[src/rtl/mem_wb_pipe.sv]
`default_nettype none
// ============================================================================
// Module   : mem_wb_pipe
// Purpose  : MEM/WB stage register with valid/ready handshake, two-entry skid
//            buffer and synchronous flush. Optional HI/LO write channel is
//            enabled by defining MEMWB_HILO_EN.
// Revision : 1.0 - initial release
// ============================================================================
module mem_wb_pipe #(
  parameter int DATA_W = 32,
  parameter int ADDR_W = 5
) (
  input  logic              clk,
  input  logic              rst,
  input  logic              flush,
  input  logic              in_valid,
  output logic              in_ready,
  input  logic [ADDR_W-1:0] mem_wd,
  input  logic              mem_wreg,
  input  logic [DATA_W-1:0] mem_wdata,
`ifdef MEMWB_HILO_EN
  input  logic              mem_whilo,
  input  logic [DATA_W-1:0] mem_hi,
  input  logic [DATA_W-1:0] mem_lo,
`endif
  output logic              out_valid,
  input  logic              out_ready,
  output logic [ADDR_W-1:0] wb_wd,
  output logic              wb_wreg,
  output logic [DATA_W-1:0] wb_wdata,
`ifdef MEMWB_HILO_EN
  output logic              wb_whilo,
  output logic [DATA_W-1:0] wb_hi,
  output logic [DATA_W-1:0] wb_lo,
`endif
  output logic [1:0]        occupancy
);

  localparam int GPR_W = ADDR_W + 1 + DATA_W;
`ifdef MEMWB_HILO_EN
  localparam int ENT_W = GPR_W + 1 + 2 * DATA_W;
`else
  localparam int ENT_W = GPR_W;
`endif

  // Occupancy doubles as the state encoding: main valid = !EMPTY, skid valid = FULL.
  typedef enum logic [1:0] {
    S_EMPTY = 2'd0,
    S_ONE   = 2'd1,
    S_FULL  = 2'd2
  } state_t;

  state_t             r_state;
  state_t             w_state_nxt;
  logic [ENT_W-1:0]   r_main;
  logic [ENT_W-1:0]   r_skid;
  logic [ENT_W-1:0]   w_in;
  logic               w_push;
  logic               w_pop;
  logic               w_ld_main_in;
  logic               w_ld_main_skid;
  logic               w_ld_skid;

`ifdef MEMWB_HILO_EN
  assign w_in = {mem_whilo, mem_hi, mem_lo, mem_wd, mem_wreg, mem_wdata};
`else
  assign w_in = {mem_wd, mem_wreg, mem_wdata};
`endif

  assign in_ready  = (r_state != S_FULL);
  assign out_valid = (r_state != S_EMPTY);
  assign occupancy = r_state;
  assign w_push    = in_valid & in_ready;
  assign w_pop     = out_valid & out_ready;

  always_ff @(posedge clk) begin
    if (rst) begin
      r_state <= S_EMPTY;
    end else begin
      r_state <= w_state_nxt;
    end
  end

  always_comb begin
    w_state_nxt    = r_state;
    w_ld_main_in   = 1'b0;
    w_ld_main_skid = 1'b0;
    w_ld_skid      = 1'b0;
    if (flush) begin
      w_state_nxt = S_EMPTY;
    end else begin
      case (r_state)
        S_EMPTY: begin
          if (w_push) begin
            w_ld_main_in = 1'b1;
            w_state_nxt  = S_ONE;
          end
        end
        S_ONE: begin
          if (w_push && w_pop) begin
            w_ld_main_in = 1'b1;
          end else if (w_push) begin
            w_ld_skid   = 1'b1;
            w_state_nxt = S_FULL;
          end else if (w_pop) begin
            w_state_nxt = S_EMPTY;
          end
        end
        S_FULL: begin
          if (w_pop) begin
            w_ld_main_skid = 1'b1;
            w_state_nxt    = S_ONE;
          end
        end
        default: w_state_nxt = S_EMPTY;
      endcase
    end
  end

  // Flush leaves data untouched so wb_* keep showing the last entry.
  always_ff @(posedge clk) begin
    if (rst) begin
      r_main <= '0;
      r_skid <= '0;
    end else begin
      if (w_ld_main_in) begin
        r_main <= w_in;
      end else if (w_ld_main_skid) begin
        r_main <= r_skid;
      end
      if (w_ld_skid) begin
        r_skid <= w_in;
      end
    end
  end

  assign wb_wdata = r_main[DATA_W-1:0];
  assign wb_wreg  = r_main[DATA_W] & out_valid;
  assign wb_wd    = r_main[DATA_W+1 +: ADDR_W];
`ifdef MEMWB_HILO_EN
  assign wb_lo    = r_main[GPR_W +: DATA_W];
  assign wb_hi    = r_main[GPR_W+DATA_W +: DATA_W];
  assign wb_whilo = r_main[GPR_W+2*DATA_W] & out_valid;
`endif

endmodule
`default_nettype wire
[config.mk]
export PLATFORM = sky130hd
export DESIGN_NAME = mem_wb_pipe
export DESIGN_NICKNAME = d
export VERILOG_FILES = /design/src/rtl/mem_wb_pipe.sv
export SDC_FILE = /design/constraint.sdc
export NUM_CORES = 1
export LEC_CHECK = 0
export CAP_MARGIN = 20
export CORE_UTILIZATION = 40
export CTS_CLUSTER_DIAMETER = 200
export DETAILED_ROUTE_END_ITERATION = 8
export PLACE_DENSITY_LB_ADDON = 0.12
export SETUP_SLACK_MARGIN = 0.02
export SLEW_MARGIN = 20
export SYNTH_ARGS = -nofsm -noshare
export SYNTH_HDL_FRONTEND = slang
export SYNTH_SLANG_ARGS = --single-unit
[constraint.sdc]
create_clock -name clk -period 1.7 [get_ports clk]
set_input_delay 0.34 -clock clk [delete_from_list [all_inputs] [get_ports clk]]
set_output_delay 0.34 -clock clk [all_outputs]
set_load 0.01 [all_outputs]
Yosys cells after proc, flatten, opt, wreduce, memory -nomap -nowiden:

Cells that the tools add are included.

* reductions and logical operators: 6
* equal/unequal tests: 7
* muxes and demuxes: 18
* bitwise operators: 3

Operators by type and width (number)
* two-way mux 38 bit: 2
* two-way mux 2 bit: 5
* two-way mux 1 bit: 9
* != test 2 bit (second input constant): 4
* one-hot mux 2 bit (3 select lines): 1
* AND reduction 4 bit: 1
* nonzero test 2 bit: 2
* AND 1 bit: 3
* != test 3 bit (second input constant): 1
* == test 2 x 1 -> 1 bit (second input constant): 1
* == test 2 bit (second input constant): 1
* logical NOT 2 bit: 1
* one-hot mux 1 bit (2 select lines): 1
* OR reduction 2 bit: 1
* logical AND 1 bit: 1

* output and inout bits: 42
* register bits: 78
* input port bits: 43
* logic and storage cells: 37

Depth between registers and ports, before layout:

Gate-level depths: netlist of run 1.

* depth after elaboration: 7
* depth in mapped cells: 6
* gate-level depth less buffers: 3

Worst setup path after synthesis of run 1:

No wires, ideal clock.

* path type: reg2reg
* start: register r_state[1], in the netlist occupancy[1]
* end: register r_main[0]
* arrival time: 1326 ps
* path slack: 235 ps
* period minus slack after synthesis: 1465 ps
* stages on the path, launching flop included: 7
* required time: 1561 ps
* library setup time: 139 ps
* path buffers: 3
* cells stage by stage: dfxtp_1 -> buf_6 -> or3b_4 -> buf_6 -> buf_6 -> nor3_2 -> a311oi_2

* cells in the longest elaborated chain, start to end: 7
* elaborated cells between the ends (all ways): 17
* classes of those cells: eq/ne: 3; mux: 8; bitwise: 2; reduce/logical: 4

RTL lines
* start, declared: line 53 `state_t r_state;`
* start signal, assigned: line 80 `r_state <= w_state_nxt;`
* != test 2 bit or nonzero test 2 bit (tied branches): line 70, 71
* AND 1 bit, on equally long branches: line 73, 74
* logical AND 1 bit: line 100 `if (w_push && w_pop) begin`
* two-way mux 1 bit: line 100
* one-hot mux 1 bit (2 select lines): line 92 `case (r_state)`
* two-way mux 1 bit: line 89 `if (flush) begin`
* two-way mux 38 bit or nonzero test 2 bit (tied branches)
* end signal, assigned: line 127 `r_main <= w_in;`
* end signal, assigned: line 129 `r_main <= r_skid;`
* end, declared: line 55 `logic [ENT_W-1:0] r_main;`

Parallel ways exist; a longest one is shown, timed or not.
A chain may end at the register's enable or synchronous reset.

Worst setup path after layout of run 1:

* start: register r_main[14]
* end: output wb_wdata[14]

RTL lines
* end, declared: line 30 `output logic [DATA_W-1:0] wb_wdata,`

No word-level cell between the ends.

==> summary.txt, run 1 <==
Timing
  • Worst Setup Slack, final: 0.0751 ns
  • Final setup violation count: 0
  • Max transition margin: 0.712
  • Setup TNS: 0 ns
  • Worst Max-Slew Pin Slew: 0.421 ns
  • Min Tclk post-route: between 1.5 and 2 ns
  • Final Hold Fails: 0
  • Clock skew: 0.00847 ns
  • RSZ-0062 raised after global routing: true
  • Max Slew Vio Count: 0
  • FMAX: around 600 MHz
  • Final worst path period share: 0.956

Worst hold path
  • WHS Path Cells: 2
  • Launch point of the worst hold path: rst
  • HP Class: input port to register
  • Hold endpoint: r_main[2]

Setup path
  • Crit path required time: around 1.4 ns
  • Crit-path max FO: 2
  • Critical-path cell list: clkdlybuf4s50_1
  • Reg-to-Reg End: r_skid[0]
  • CP Capture Type: output pin
  • Cells on worst reg2reg path: 5
  • Arrival @ worst endpoint: 1.28 ns
  • CP delay by family, top: buffers and inverters
  • R2r startpoint: occupancy[1]
  • Crit-path max cell delay: 0.55 ns
  • Crit-path slowest cell: clkdlybuf4s50_1
  • Buf/Inv on CP: 1
  • CP Launch Type: register
  • R2R Setup Slk: approximately 0.21 ns
  • Setup Crit Path Kind: register to output pin

Finish
  • Final #Nets: 524
  • Layout cell share with drive strength beyond 1: 0.134
  • Cell area after layout: ~0.0047 mm2
  • # diodes: 0
  • Final cell count without fillers: 594
  • P&R area growth vs syn: 25.2%
  • Reg area: 0.00156 mm2
  • Fillers: 814
  • Multi-input gate area: 0.00162 mm2

Logic synthesis
  • Cell taking the most area after synthesis: dfxtp_1
  • Synth cell types: 29
  • Cells after Synth: 446
  • Largest cells by area after synthesis: dfxtp_1 42%, buf_4 9.1%, a311oi_1 7.8%
  • Syn Nets: 489
  • Number of synthesized flops with an enable pin: 0
  • Post-synthesis register bit count: 78
  • Mapped Area: 0.00373 mm2
  • Syn. warnings: 0
  • Dominant synthesized flop cell: dfxtp_1
  • Seq/Total Area, Yosys: 0.419
  • Synthesized area per cell: 8.35 um2
  • Share of the synthesized area in the top cell type: 0.419
  • FFs w/ async S/R, synth: 0

Detailed routing
  • Overall routed net length: 9370 um
  • First drt pass iteration count: 9
  • Via count: 3299
  • Via density: roughly 5.6
  • Routed WL per cell: 15.8 um
  • Final ANT Viol Nets: 0
  • Iteration-0 DRC Markers: ~250
  • # DRC: 7

Floorplanning
  • Chip height: slightly below 100 um
  • Core area: a little under 0.009 mm2
  • Initial Util: 0.421
  • Num rows: 34
  • Die Wd: 98.5 um
  • Die area: 0.00971 mm2
  • I/O Pins: 85

GRT
  • Largest net degree at the start of global routing: 43
  • Vias in the first global route: 3169
  • All-layer global routing usage: 0.203
  • First-pass GRT wire length: roughly 16000 um
  • Grt total ovfl: 0
  • Initial antenna violation count: 0

Clock tree
  • CTS sink cnt: 78
  • Clk Latency, worst-skew pair: 0.36 ns
  • CTS root buf: clkbuf_8
  • CTS clk-pin slew, worst paths: about 0.090 ns
  • Postcts setup bufs: 0
  • Post-cts hold buffer count: 0
  • H-tree lvl count: 3
  • Num CTS Buffers: 9
  • CTS max path bufs: 2
  • TritonCTS clock tree: yes

Pwr
  • Part of the power in the clock network: 0.349
  • Sw Share: 0.271
  • Internal power: 2840 uW
  • Net load switching power: around 1100 uW
  • Total power: 3890 uW
  • Comb pwr share: 0.153
  • Lkg Pwr: 0.00154 uW
  • Seq pwr share: 0.498
  • Peak supply drop: ~0.32 mV
  • Power Dens Cells: around 830 mW/mm2

Run status
  • Status: finished with violations
  • Failing checks: design-rule violations

Placed design
  • GP Congestion: 0.831
  • Post-DP Area: 0.00448 mm2
  • Setup WS pre-CTS: -0.236 ns
  • Post-Place Cells: 578
  • DP Wirelength: 5840 um
  • Port bufs: 84

Flow run
  • # Max-Cap Violations: 0
-- final cells by class --
class	instances	area share
Clock inverter	5	0.00885
Multi-Input combinational cell	285	0.348
Clock buffer	11	0.0325
Tap cell	108	0.0290
Timing Repair Buffer	107	0.247
Sequential cell	78	0.335
-- what timing repair did --
item | in CTS | in global routing
resized for setup | 7 | 2
endpoints found under the setup margin | 5 | 9
pin swaps | 0 | 0
-- state kept, by name (all words and copies together) (netlist names) --
name and cells:
occupancy 2, r_main 38, r_skid 38
-- metrics by stage --
stage / utilization / hold slack [ns]
2_1_floorplan: - / 0.429
3_3_place_gp: 0.506 / 0.458
3_5_place_dp: 0.506 / 0.468
4_1_cts: 0.527 / 0.362
5_1_grt: 0.527 / 0.364
6_report: 0.527 / 0.371
-- worst register-to-register path, delay by kind of cell (launching register included) --
family,cells,cell delay (ns)
buffers and inverters,2,0.36
flip-flops,1,0.31
AO/OA/AOI/OAI,2,0.26
AND/OR/NAND/NOR,1,0.46
-- cell usage in the layout (no fill, tap or decap), types with 2 or more instances in the layout --
cell	Yosys	routed
inv_6	0	2
nor2_1	2	2
a21oi_1	39	39
buf_4	45	10
nor3_2	10	10
nor3_1	28	28
nand3_1	38	38
dlygate4sd2_1	0	4
dfxtp_1	78	78
clkinvlp_4	0	2
o21ai_0	28	28
a311oi_2	5	5
a311oi_1	33	33
buf_12	0	12
nand2_1	77	77
clkdlybuf4s50_1	0	78
o21ai_1	10	10
clkbuf_8	0	11
-- layer usage --
layer	track usage	up-vias	wire length [um]	share of wire
met5	0	-	0	0
li1	-	1620	-	-
met2	0.317	107	4260	0.45
met4	0.0597	0	81	0.0086
met1	0.278	1565	4460	0.48
met3	0.0504	7	571	0.061
-- power groups by stage --
stage	sequential (uW)	combinational (uW)	clock, uW
after global routing	1950	646	1490
after floorplan	1970	353	0
final	1940	597	1360
after detailed placement	1980	599	0
after global placement	1980	594	0
after CTS	1940	600	1390
-- cell families (layout without fill, tap and decap cells) --
group	count (synthesis)	in the layout	synth area share
buffers and inverters	83	123	0.150
AO/OA/AOI/OAI	117	117	0.206
multiplexers	1	1	0.00269
AND/OR/NAND/NOR	167	167	0.223
flip-flops	78	78	0.419
-- Yosys cell counts (all sizes together) (2+ instances only) --
cell type,instances
dfxtp,78
nand2,78
buf,63
a21oi,39
a311oi,38
nand3,38
nor3,38
o21ai,38
clkbuf,20
nand2b,2
nor2,2
or3b,2
-- how the worst max path moves through the flow --
stage | endpoint | cells after the start | from | slack (ns)
5_1_grt | r_main[17] | 6 | flush | 0.007
4_1_cts | wb_wreg | 3 | occupancy[1] | 0.04
2_1_floorplan | r_main[0] | 6 | occupancy[1] | 0.23
3_5_place_dp | r_skid[16] | 6 | flush | -0.24
3_3_place_gp | r_skid[16] | 6 | flush | -0.19
6_report | wb_wdata[14] | 1 | r_main[14] | 0.08
(Power assumes the default switching activity.)
==> run 2: changes to the inputs <==
--- a/config.mk
+++ b/config.mk
@@ -10,6 +10,7 @@
 export CTS_CLUSTER_DIAMETER = 200
 export DETAILED_ROUTE_END_ITERATION = 8
 export PLACE_DENSITY_LB_ADDON = 0.12
+export RECOVER_POWER = 50
 export SETUP_SLACK_MARGIN = 0.02
 export SLEW_MARGIN = 20
 export SYNTH_ARGS = -nofsm -noshare
==> run 2 against run 1 <==
  * The run still ends with design-rule violations left
  * Sequential power about the same
  * Utilization is 0.47 points lower
  * Non-clock buffer count unchanged
  * Routed wire length down 0.58%
  * Critical path type unchanged
  * Critical endpoint is now wb_wdata[19]
  * Largest cell class unchanged
  * Largest power group unchanged
==> summary.txt, run 2 (synthesized netlist as in run 1, its figures left out) <==
Clock tree
  • CTS sink cnt: 78
  • H-tree lvl count: 3
  • CTS max path bufs: 2
  • CTS clk-pin slew, worst paths: around 0.09 ns
  • CTS root buf: clkbuf_8
  • Postcts setup bufs: 0
  • Num CTS Buffers: 9
  • TritonCTS clock tree: yes
  • Post-cts hold buffer count: 0
  • Clk Latency, worst-skew pair: 0.36 ns

Detailed routing
  • Wire length on met2: 4160 um
  • Final ANT Viol Nets: 0
  • Top Layer Used: met4
  • Detail Route met3 WL: 682 um
  • Via count: 3287
  • Iteration-0 DRC Markers: 253
  • First drt pass iteration count: 9
  • # DRC: 7
  • M1 WL: 4390 um
  • Routed WL per cell: 15.7 um
  • Overall routed net length: 9320 um
  • Via density: ~5.5

Placed design
  • DP Wirelength: just under 6000 um
  • Post-Place Cells: between 500 and 600
  • Post-DP Area: 0.00448 mm2
  • Port bufs: 84
  • GP Congestion: about 0.83
  • Setup WS pre-CTS: -0.236 ns

Finish
  • Most frequent cells in the layout: 78 x dfxtp_1, 77 x nand2_1, 75 x clkdlybuf4s50_1
  • Reg area: 0.00156 mm2
  • Cell area after layout: approximately 0.0046 mm2
  • Fillers: 819
  • # diodes: 0
  • P&R area growth vs syn: 24.1%
  • Final cell count without fillers: 594
  • Final #Nets: 524
  • Commonest non-fill, non-tap cell in the layout: dfxtp_1
  • Layout cell share with drive strength beyond 1: 0.121
  • Multi-input gate area: between 0.0015 and 0.002 mm2

Timing
  • Setup TNS: 0 ns
  • Final Hold Fails: 0
  • Worst Max-Slew Pin Slew: ~0.44 ns
  • Max transition margin: 0.699
  • RSZ-0062 raised after global routing: true
  • Final setup violation count: 0
  • Max Slew Vio Count: 0
  • Fin Hold WS: 0.375 ns
  • Worst Setup Slack, final: between 0.07 and 0.08 ns
  • Final worst path period share: 0.957
  • Min Tclk post-route: 1.63 ns
  • FMAX: 614 MHz
  • Clock skew: roughly 0.0075 ns

Run status
  • Status: finished with violations
  • Failing checks: design-rule violations

Pwr
  • Lkg Pwr: around 0.0015 uW
  • Peak supply drop: between 0.3 and 0.4 mV
  • Power Dens Cells: 839 mW/mm2

Setup path
  • Critical Path Start: r_main[19]
  • Arrival @ worst endpoint: 1.29 ns
  • Crit-path slowest cell: dlygate4sd3_1
  • R2r startpoint: occupancy[1]
  • Crit-path max cell delay: 0.60 ns
  • Crit-path max FO: 2
  • CP Launch Type: register
  • Crit path required time: 1.36 ns
  • CP Capture Type: output pin
  • Critical-path cell list: dlygate4sd3_1
  • Setup Crit Path Kind: register to output pin
  • CP delay by family, top: buffers and inverters
  • Buf/Inv on CP: 1

Floorplanning
  • Core area: 0.00885 mm2
  • Die area: 0.00971 mm2
  • Chip height: 98.5 um
  • Die Wd: 98.5 um
  • Initial Util: 0.421
  • I/O Pins: 85
  • Num rows: 34

GRT
  • Initial antenna violation count: 0
  • First-pass GRT wire length: approximately 16000 um
  • All-layer global routing usage: 0.203
  • Largest net degree at the start of global routing: 43
  • Vias in the first global route: ~3200
  • Grt total ovfl: 0

Flow run
  • # Max-Cap Violations: 0

Worst hold path
  • Launch point of the worst hold path: rst
  • HP Class: input port to register
run 2: final cells by class:
type | count | area share
clock buffers | 11 | 0.0327
flip-flops and latches | 78 | 0.338
repair buffers | 107 | 0.244
well taps | 108 | 0.0292
clock inverters | 5 | 0.00893
multi-input cells | 285 | 0.348
run 2: per-layer routing:
layer	track usage	vias to the layer above
met5	0	-
met1	0.278	1536
li1	-	1623
met2	0.317	121
met3	0.0504	7
met4	0.0597	0
run 2: per-stage QoR:
stage	util	power, uW
finish	0.522	3880
global route	0.522	4070
CTS	0.527	3930
detailed placement	0.506	2580
global placement	0.506	2570
floorplan	-	2320
run 2: power breakdown:
group / total, uW / switching [uW] / internal (uW)
registers: 1940 / 38.7 / 1900
logic: 583 / 278 / 304
clock network: 1360 / 734 / 623
total: 3880 / 1050 / 2830
run 2: what timing repair did:
action,4_1_cts,5_1_grt
endpoints found under the setup margin,5,9
cloned,0,0
gates resized for setup,7,2
run 2: worst paths after layout:
path                                     end  slack, ns  cells after the start
worst max-delay path            wb_wdata[19]       0.07                      1
worst min-delay path               r_main[2]       0.38                      2
worst max register to register    r_skid[18]       0.20                      5
worst min register to register    r_main[18]       0.47                      2
==> edit 1: new RTL, flow settings as in run 2 <==
Reset style: asynchronous (`rst`), changed in 2 clocked blocks.
--- a/src/rtl/mem_wb_pipe.sv
+++ b/src/rtl/mem_wb_pipe.sv
@@ -73,7 +73,7 @@
   assign w_push    = in_valid & in_ready;
   assign w_pop     = out_valid & out_ready;
 
-  always_ff @(posedge clk) begin
+  always_ff @(posedge clk or posedge rst) begin
     if (rst) begin
       r_state <= S_EMPTY;
     end else begin
@@ -118,7 +118,7 @@
   end
 
   // Flush leaves data untouched so wb_* keep showing the last entry.
-  always_ff @(posedge clk) begin
+  always_ff @(posedge clk or posedge rst) begin
     if (rst) begin
       r_main <= '0;
       r_skid <= '0;
Formal check against the unedited RTL: differs if rst is asserted again (counterexample within 4 cycles, from zero or initial values and one cycle with rst high); with rst held inactive, the same outputs for 10 cycles.
==> edit 1 against run 2 <==
  * The run ends with setup timing left
  * Cell area rose by 10%
  * Sequential cell count stayed put
  * Global-route usage down 5.9 points
  * Area after synthesis is 2.9% higher
  * Wire length shrank 24%
  * Setup slack worse by 0.13 ns
Power is not compared: it rests on default switching activity, and its combinational part moved more than twofold at a synthesized area within 25%.
==> edit 1: results (changes against run 2) <==
outcome=finished, violations left (unchanged); failing checks=setup timing (was DRC); Clock buf/inv share=4.20% (was 4.17%); Non-clock buffers, area share=22.2% (was 24.4%); fraction of area in multi-input gates=31.9% (was 34.8%); largest net degree at the start of global routing=45 (was 43); FF-to-FF path depth=6 (was 5); first-pass GRT wire length=10900 um (was 15700 um); Fin Clk Skew=0.00987 ns (was 0.00751 ns); ys async rst share=100% (was 0%); R2R Path End=r_main[30]$_DFFE_PP0P_ (was r_skid[18]$_SDFFE_PP0P_); fin nets=374 (was 524); Storage cell area=0.00195 mm^2 (was 0.00156 mm^2); critical path's top delay family=multiplexers (was buffers and inverters); Logic inverters=2 (was 0); routability cong.=0.721 (was 0.831); DR WL met2=3310 um (was 4160 um); Starting DRT DRC Count=25 (was 253); hold path cells=1 (was 2); Critical-path top delay cell=dfrtp_2 (was dlygate4sd3_1); Hold EP=r_main[10]$_DFFE_PP0P_ (was r_main[2]$_SDFFE_PP0P_); most frequent cells after synthesis=dfrtp_1 (78), mux2_2 (54), buf_4 (40) (was dfxtp_1 (78), nand2_1 (77), buf_4 (45)); Hold Crit Class=register to register (was primary input to register); num sequential=78 (unchanged); Wirelength per Cell=15.2 um (was 15.7 um); Multi-In Gates=134 (was 285); Least-Margin Pin Slew=0.991 ns (was 0.440 ns); PnR worst setup slack=-0.0535 ns (was 0.0727 ns); r2r startpoint=occupancy[1]$_DFFE_PP0P_ (was occupancy[1]$_SDFFE_PP0P_); fin cells=465 (was 594); clock buffers=10 (was 11); Filler Cell Count=804 (was 819); # setup viols final=36 (was 0); Initial DRT Pass Iterations=2 (was 9); global routing usage on met2=22.0% (was 31.7%); Mapped Nets=306 (was 489); Hold Path Origin=r_main[10]$_DFFE_PP0P_ (was rst); Post-Place Worst Slack=-0.360 ns (was -0.236 ns); Syn Area/Cell=14.6 um^2 (was 8.35 um^2); Max FO, Critical Path=21 (was 2); nonclk buf count=106 (was 107); Global Route met3 Usage=5.71% (was 5.04%); vias in the first global route=2215 (was 3169)
[edit 1: cell count changes after synthesis, sizes merged, moves of 14 or more]
| cell | change |
|---|---|
| a21oi | -36 |
| a311oi | -38 |
| buf | -14 |
| clkbuf | -20 |
| dfrtp | +78 |
| dfxtp | -78 |
| mux2 | +110 |
| nand2 | -76 |
| nand3 | -37 |
| nor3 | -38 |
| o21ai | -37 |
[edit 1: power by group]
part	internal (mW)	switching, mW
Sequential	2.46	0.303
Clock	0.825	0.670
Combinational	1.56	0.665
[edit 1: per-stage QoR]
stage	hold slack [ns]	instance area, um^2	setup TNS, ns
2_1_floorplan	0.406	3840	0
3_3_place_gp	0.473	4700	-18.46
3_5_place_dp	0.481	4700	-19.06
4_1_cts	0.403	4950	-2.44
5_1_grt	0.518	5100	-3.71
6_report	0.506	5100	-1.53
[edit 1: cells by family after synthesis]
logic type / synth area share [%]
AO/OA/AOI/OAI: 0.914
buffers and inverters: 9.86
flip-flops: 50.9
multiplexers: 36.0
AND/OR/NAND/NOR: 2.28
[edit 1: worst max-delay path by stage]
stage	slack, ns	from	endpoint
2_1_floorplan	0.04	occupancy[1]$_DFFE_PP0P_	r_main[0]$_DFFE_PP0P_
3_3_place_gp	-0.35	in_valid	r_main[14]$_DFFE_PP0P_
3_5_place_dp	-0.36	in_valid	r_main[24]$_DFFE_PP0P_
4_1_cts	-0.09	occupancy[1]$_DFFE_PP0P_	r_main[14]$_DFFE_PP0P_
5_1_grt	-0.12	occupancy[1]$_DFFE_PP0P_	r_main[14]$_DFFE_PP0P_
6_report	-0.05	occupancy[1]$_DFFE_PP0P_	r_main[30]$_DFFE_PP0P_
[edit 1: repair_timing]
item	CTS	global route
pin swaps	1	0
gates resized for setup	13	29
gates cloned	0	4
endpoints found under the setup margin	40	50
buffers inserted	3	0
==> edit 2: new RTL, flow settings as in run 2 <==
Without the edit above. Set the parameter `DATA_W` to 16 (it was 32).
--- a/src/rtl/mem_wb_pipe.sv
+++ b/src/rtl/mem_wb_pipe.sv
@@ -7,7 +7,7 @@
 // Revision : 1.0 - initial release
 // ============================================================================
 module mem_wb_pipe #(
-  parameter int DATA_W = 32,
+  parameter int DATA_W = 16,
   parameter int ADDR_W = 5
 ) (
   input  logic              clk,
Ports: changed (resized mem_wdata and wb_wdata); port bits go from 85 to 53. No check against the original RTL was run, so the function may have changed too.
==> edit 2 against run 2 <==
  * Highest routed layer unchanged
  * Die area decreased by 37%
  * Count of clock-buffer cells in the layout fell by 4
  * Power shrank 41%
  * Wire length shrank 41%
  * Sequential cell count decreased by 32
  * Area after synthesis decreased by 37%
  * Setup slack gained 0.0031 ns
  * Cell area is 38% lower
  * Non-clock buffer count shrank 35
  * Via count is 40% lower
==> edit 2: results (changes against run 2) <==
Slew headroom=67.1% (was 69.9%); worst vdd ir=0.000706 V (was 0.000317 V); Non-clock buffers, area share=24.7% (was 24.4%); leakage power total=1.01 nW (was 1.52 nW); Clock buf/inv share=3.69% (was 4.17%); Internal Pwr Total=1.74 mW (was 2.83 mW); Yosys cell types=27 (was 29); slowest cell delay on critical path=0.31 ns (was 0.60 ns); final WL=5450 um (was 9320 um); most area-consuming cells after synthesis=dfxtp_1 (40%), a311oi_1 (8.3%), nor3_2 (7.7%) (was dfxtp_1 (42%), buf_4 (9.1%), a311oi_1 (7.8%)); R2R Path End=r_skid[17]$_SDFFE_PP0P_ (was r_skid[18]$_SDFFE_PP0P_); hpwl dp=3400 um (was 5840 um); global routing usage on met2=31.9% (was 31.7%); nonclk buf count=72 (was 107); outcome=complete, no violations (was finished, violations left); # resized after CTS=4 (was 7); multi-input logic area=0.00105 mm^2 (was 0.00161 mm^2); vias in the first global route=1869 (was 3169); most frequent cells after synthesis=dfxtp_1 (46), nand2_1 (46), a21oi_1 (23) (was dfxtp_1 (78), nand2_1 (77), buf_4 (45)); hold slack=0.465 ns (was 0.375 ns); Hold Crit Class=register to register (was primary input to register); TAP cells=72 (was 108); Fin Clk Skew=0.00676 ns (was 0.00751 ns); final worst-path cycle share=95.5% (was 95.7%); Mapped Nets=293 (was 489); first-pass GRT wire length=8950 um (was 15700 um); Multi-In Gates=173 (was 285); htree depth=2 (was 3); Initial DRT Pass Iterations=4 (was 9); clock buffers=7 (was 11); register area share after synthesis=39.5% (was 41.9%); Inst Count DP=363 (was 578); layout cells sized above 1=18.1% (was 12.1%); combinational power share=15.3% (was 15.0%)
==> edit 2: critical path: cells and delay by family (launching register included) <==
| kind | cells | cell delay, ns |
|---|---|---|
| buffers and inverters | 1 | 0.22 |
| DFF | 1 | 0.31 |
| and+or+nand+nor | 2 | 0.47 |
==> edit 2: worst min-delay path by stage <==
stage                             from                   endpoint  cells past startpoint
2_1_floorplan                out_ready  occupancy[1]$_SDFFE_PP0P_                      1
3_3_place_gp   r_skid[15]$_SDFFE_PP0P_    r_skid[15]$_SDFFE_PP0P_                      2
5_1_grt        r_skid[13]$_SDFFE_PP0P_    r_skid[13]$_SDFFE_PP0P_                      2
6_report        r_skid[7]$_SDFFE_PP0P_     r_skid[7]$_SDFFE_PP0P_                      2
3_5_place_dp   r_skid[12]$_SDFFE_PP0P_    r_skid[12]$_SDFFE_PP0P_                      2
4_1_cts        r_skid[12]$_SDFFE_PP0P_    r_skid[12]$_SDFFE_PP0P_                      2
